$ cat src/rtl/lae_sequencer.sv
// lae_sequencer
// -----------------------------------------------------------------------------
// Session-level sequencer for the 192-bit threshold-implementation
// authenticated-encryption core. A host session command walks the round
// datapath through START -> INIT -> [AD] -> [MSG] -> FINAL -> TAG.
// Host block transfers (AD / message) use a valid/ready handshake.
//
// Optional feature macro: LAE_SEQ_RNG_STALL_EN
//   defined   : every round cycle also needs rng_valid=1 (fresh masks).
//               INIT/FINAL hold the counter while rng_valid=0; in AD/MSG,
//               in_ready follows rng_valid.
//   undefined : rng_valid is ignored and rounds proceed unconditionally.
//
// Ports
//   ck, rst_n                 clock, asynchronous active-low reset
//   cmd_valid/cmd_ready       session request handshake (IDLE only)
//   cmd_has_ad, cmd_has_msg   session shape, sampled with cmd_valid
//   in_valid/in_last/in_ready host block stream for AD and message phases
//   rng_valid                 mask randomness available
//   core_start                one-cycle datapath reset pulse
//   core_ain/core_min         absorb AD / process message block this cycle
//   core_round                datapath performs one round this cycle
//   core_rcon                 round constant {2'b0, counter}
//   tag_valid/tag_ready       tag hand-off to the host
//   busy                      session in progress
// -----------------------------------------------------------------------------
module lae_sequencer #(
  parameter int INIT_ROUNDS  = 16,
  parameter int FINAL_ROUNDS = 16
) (
  input  logic       ck,
  input  logic       rst_n,
  input  logic       cmd_valid,
  input  logic       cmd_has_ad,
  input  logic       cmd_has_msg,
  output logic       cmd_ready,
  input  logic       in_valid,
  input  logic       in_last,
  output logic       in_ready,
  input  logic       rng_valid,
  output logic       core_start,
  output logic       core_ain,
  output logic       core_min,
  output logic       core_round,
  output logic [5:0] core_rcon,
  output logic       tag_valid,
  input  logic       tag_ready,
  output logic       busy
);

  typedef enum logic [2:0] {
    S_IDLE  = 3'd0,
    S_START = 3'd1,
    S_INIT  = 3'd2,
    S_AD    = 3'd3,
    S_MSG   = 3'd4,
    S_FINAL = 3'd5,
    S_TAG   = 3'd6
  } state_t;

  // Counter value on the last round of each fixed-length phase.
  localparam logic [3:0] INIT_LAST  = 4'(INIT_ROUNDS - 1);
  localparam logic [3:0] FINAL_LAST = 4'(FINAL_ROUNDS - 1);

  state_t     state_q, state_d;
  logic [3:0] cnt_q, cnt_d;
  logic       has_ad_q, has_ad_d;
  logic       has_msg_q, has_msg_d;
  logic       rng_ok;
  logic       blk_hs;

`ifdef LAE_SEQ_RNG_STALL_EN
  assign rng_ok = rng_valid;
`else
  // Randomness is not gating rounds in this build.
  logic unused_rng;
  assign unused_rng = rng_valid;
  assign rng_ok     = 1'b1;
`endif

  always_ff @(posedge ck or negedge rst_n) begin
    if (!rst_n) begin
      state_q   <= S_IDLE;
      cnt_q     <= 4'd0;
      has_ad_q  <= 1'b0;
      has_msg_q <= 1'b0;
    end else begin
      state_q   <= state_d;
      cnt_q     <= cnt_d;
      has_ad_q  <= has_ad_d;
      has_msg_q <= has_msg_d;
    end
  end

  // Block handshake; in_ready is only ever high in AD/MSG.
  assign blk_hs = in_valid && in_ready;

  always_comb begin
    state_d    = state_q;
    cnt_d      = cnt_q;
    has_ad_d   = has_ad_q;
    has_msg_d  = has_msg_q;
    cmd_ready  = 1'b0;
    in_ready   = 1'b0;
    core_start = 1'b0;
    core_ain   = 1'b0;
    core_min   = 1'b0;
    core_round = 1'b0;
    tag_valid  = 1'b0;
    busy       = (state_q != S_IDLE);
    core_rcon  = {2'b00, cnt_q};

    case (state_q)
      S_IDLE: begin
        cmd_ready = 1'b1;
        if (cmd_valid) begin
          has_ad_d  = cmd_has_ad;
          has_msg_d = cmd_has_msg;
          state_d   = S_START;
        end
      end

      S_START: begin
        core_start = 1'b1;
        cnt_d      = 4'd0;
        state_d    = S_INIT;
      end

      S_INIT: begin
        if (rng_ok) begin
          core_round = 1'b1;
          if (cnt_q == INIT_LAST) begin
            cnt_d = 4'd0;
            if (has_ad_q)       state_d = S_AD;
            else if (has_msg_q) state_d = S_MSG;
            else                state_d = S_FINAL;
          end else begin
            cnt_d = cnt_q + 4'd1;
          end
        end
      end

      S_AD: begin
        in_ready = rng_ok;
        if (blk_hs) begin
          core_round = 1'b1;
          core_ain   = 1'b1;
          if (in_last) begin
            cnt_d   = 4'd0;
            state_d = has_msg_q ? S_MSG : S_FINAL;
          end else begin
            // 4-bit counter wraps 15 -> 0 on long phases.
            cnt_d = cnt_q + 4'd1;
          end
        end
      end

      S_MSG: begin
        in_ready = rng_ok;
        if (blk_hs) begin
          core_round = 1'b1;
          core_min   = 1'b1;
          if (in_last) begin
            cnt_d   = 4'd0;
            state_d = S_FINAL;
          end else begin
            cnt_d = cnt_q + 4'd1;
          end
        end
      end

      S_FINAL: begin
        if (rng_ok) begin
          core_round = 1'b1;
          if (cnt_q == FINAL_LAST) begin
            cnt_d   = 4'd0;
            state_d = S_TAG;
          end else begin
            cnt_d = cnt_q + 4'd1;
          end
        end
      end

      S_TAG: begin
        tag_valid = 1'b1;
        if (tag_ready) state_d = S_IDLE;
      end

      default: state_d = S_IDLE;
    endcase
  end

endmodule

$ cat config.mk
export PLATFORM = sky130hd
export DESIGN_NAME = lae_sequencer
export DESIGN_NICKNAME = d
export VERILOG_FILES = /design/src/rtl/lae_sequencer.sv
export SDC_FILE = /design/constraint.sdc
export NUM_CORES = 1
export LEC_CHECK = 0
export CAP_MARGIN = 20
export CORE_UTILIZATION = 50
export CTS_BUF_LIST = sky130_fd_sc_hd__clkbuf_8
export CTS_CLUSTER_DIAMETER = 50
export DETAILED_ROUTE_END_ITERATION = 8
export PLACE_DENSITY_LB_ADDON = 0.12
export SLEW_MARGIN = 20
export SYNTH_ARGS = -nofsm -noshare
export SYNTH_HDL_FRONTEND = slang
export SYNTH_SLANG_ARGS = --single-unit
$ cat constraint.sdc
create_clock -name ck -period 5 [get_ports ck]
set_clock_uncertainty 0.2 [all_clocks]
set_input_delay 0.75 -clock ck [delete_from_list [all_inputs] [get_ports ck]]
set_output_delay 0.75 -clock ck [all_outputs]
set_load 0.02 [all_outputs]
==> results_dict.tcl <==
set metrics [dict create \
    status "completed" \
    yosysSeqAreaShare 0.3141 \
    synthToLayoutAreaGrowth_pct 29.14 \
    synth_ff_type "dfrtp_1" \
    hold_buffers 0 \
    r2r_end "state_q[1]$_DFFE_PN0P_" \
    syn_area_um2 716.9 \
    setup_tns_ps 0 \
    worstPathRequired_ps 4050 \
    synth-xor-area-share 0.02443 \
    boundaryPins 23 \
    min_to "has_msg_q$_DFFE_PN0P_" \
    tightestPinTransition_ps 652.9 \
    wl_per_cell_um 12.93 \
    drv_slew 0 \
    cp_slowest_cell "clkdlybuf4s50_1" \
    power.leakage_nw 0.3803 \
    grt_use_met2 0.3185 \
    drtAntennaViolNets 0 \
    place.gp.congestion 0.7593 \
    hold_class "flip-flop to flip-flop" \
    grt_overflow 0 \
    rr_worst_depth 4 \
    final_cell_mix "clkdlybuf4s50_1 (19), dfrtp_1 (9), inv_1 (4), nor2_1 (4), a21oi_1 (4)" \
    setup_viol 0 \
    final_area_um2 925.9 \
    power_density_mw_per_mm2 666.5 \
    arrival_ps 2610 \
    fin_util 0.7028 \
    netlist_instances 75 \
    die_w_um 39.87 \
    p_switching_mw 0.2720 \
    antennaDiodeCount 0 \
    rr_startpoint "state_q[2]$_DFFE_PN0P_" \
    cts_sinks 9 \
    clockBufferDepth 2 \
    initial_core_util 0.5442 \
    synth-adder-area-share 0.01745 \
    endpoint_kind "output port" \
    placed_cell_area_um2 880.8 \
    cts_root_buffer "clkbuf_8" \
    drc 0 \
    tritoncts "done" \
    track_usage 0.1948 \
    cp_top_family "buffers and inverters" \
    r2r_setup_slack_ps 2880 \
    async_flop_share 1.000 \
    die_area_mm2 0.001589 \
    core_area_mm2 0.001318 \
    firstDrtPassIters 4 \
    cell_internal_pwr_mw 0.3451 \
    busiest_layer "met2" \
    synth.distinct_cells 41 \
    cpMostUsedCell "clkdlybuf4s50_1" \
    cp_num_buf_inv 2 \
    h-tree-depth 1 \
    startpoint_type "input port" \
    synth.avg_cell_area_um2 9.559 \
    drive_gt1_frac 0.1304 \
    yosysWarnings 0 \
    slew_headroom 0.5647 \
    grt_max_degree 22 \
    grt_pass1_vias 472 \
    clk-insertion-delay-late_ps 230 \
    postCtsSetupBuffers 0 \
    viasPerCell 5.832 \
    path_cells "clkdlybuf4s50_1 -> nor2b_1 -> o21ai_1 -> o21a_1 -> clkdlybuf4s50_1" \
    antenna_found_initial 0 \
    wirelength_um 1383 \
    cts_made_buffers 3 \
    drtIter0Drc 15 \
    fin_crit_sh 0.7119 \
    io_buffer_count 19 \
    dp_hpwl_um 989.1 \
    synth_edf_count 0 \
    holdPathStages 1 \
    synth_top_family_by_area "compound AO/OA/AOI/OAI gates" \
    fmax_mhz 280.9 \
    power_frac_clock 0.130 \
    peakVddDrop_v 0.0004407 \
    fillers 119 \
    hold_viol_final 0 \
    min-delay-start "has_msg_q$_DFFE_PN0P_" \
    p_sw_frac 0.4407 \
    grtUsageMet3 0.06818 \
    min_period_ps 3560 \
    ys_seq_elements 9 \
    die_height_um 39.87 \
    synth_mux_area_frac 0.09948 \
    use_met1 0.2369 \
    mostFrequentLayoutCell "clkdlybuf4s50_1" \
    placement_rows 13 \
    combPwrFrac 0.595 \
    grt_pass1_wl_um 2007 \
    slowest_delay_ps 600 \
    pwr-share-seq 0.275 \
    post_cts_resized 0 \
    maxCapViolCount 0 \
    path_clk_slew_ps 40 \
    critPathKind "input port to output port" \
    startpoint "in_valid" \
    cp_max_fo 7 \
    nets 103 \
    rsz0062_at_grt "no" \
    synth-simple-area-share 0.2042 \
    vias 624 \
    synth_compound_area_frac 0.2513 \
]
==> worst register-to-register path, delay by kind of cell (launching register included) <==
| kind | cells | cell delay, ps |
|---|---|---|
| AO/OA/AOI/OAI | 2 | 500 |
| flip-flops | 1 | 700 |
| multiplexers | 1 | 340 |
| AND/OR/NAND/NOR | 1 | 250 |
==> routing by layer <==
layer,vias up,wire length (um)
met5,-,0
met4,0,10
met3,2,75
met2,17,659
met1,300,637
li1,305,-
==> stage by stage <==
stage	total power [mW]	hold slack [ps]	setup slack, ps	std cells
2_1_floorplan	0.4393	254.4	2709	76
3_3_place_gp	0.5290	293.4	1430	103
3_5_place_dp	0.5354	296.0	1454	103
4_1_cts	0.6203	305.2	1433	107
5_1_grt	0.6623	337.1	1347	107
6_report	0.6171	303.5	1440	107
==> registers in the layout (all words and copies together), names as in the netlist <==
signal	flops
cnt_q	4
has_ad_q	1
has_msg_q	1
state_q	3
==> power by group through the flow <==
stage               Sequential, mW  Combinational, mW  Clock, mW
finish                       0.170              0.367     0.0800
global route                 0.178              0.397     0.0875
CTS                          0.168              0.370     0.0821
detailed placement           0.169              0.367          0
global placement             0.167              0.362          0
floorplan                    0.130              0.309          0
==> worst max path at each step <==
stage / cells past startpoint / to
final: 5 / core_round
after global routing: 5 / core_round
after CTS: 5 / core_round
after detailed placement: 5 / core_round
after global placement: 5 / core_round
after floorplan: 3 / core_round
==> cell families after synthesis <==
family,Yosys count
other,1
adder cells (fa/ha/maj),1
multiplexers,6
XOR/XNOR,2
AND/OR/NAND/NOR,24
flip-flops,9
buffers and inverters,10
AO/OA/AOI/OAI,22
==> synthesized netlist by cell type, drive strengths merged, types with 3 or more instances <==
library cell | instances | area share
mux2 | 3 | 0.052
nand2b | 3 | 0.026
buf | 5 | 0.058
nand2 | 3 | 0.016
a21oi | 4 | 0.028
mux2i | 3 | 0.047
nand3 | 3 | 0.021
dfrtp | 9 | 0.31
nor2 | 4 | 0.021
o2bb2ai | 3 | 0.037
inv | 3 | 0.016
==> cell type report <==
| class | instances | area [um^2] | share of cell area |
|---|---|---|---|
| clock inverters | 1 | 3.754 | 0.004054 |
| flip-flops and latches | 9 | 225.2 | 0.2432 |
| inverters | 3 | 11.26 | 0.01216 |
| repair buffers | 19 | 190.2 | 0.2054 |
| well taps | 15 | 18.77 | 0.02027 |
| clock buffers | 3 | 41.29 | 0.04459 |
| multi-input cells | 57 | 435.4 | 0.4703 |
Note: power is estimated with default switching activity, not from simulation.
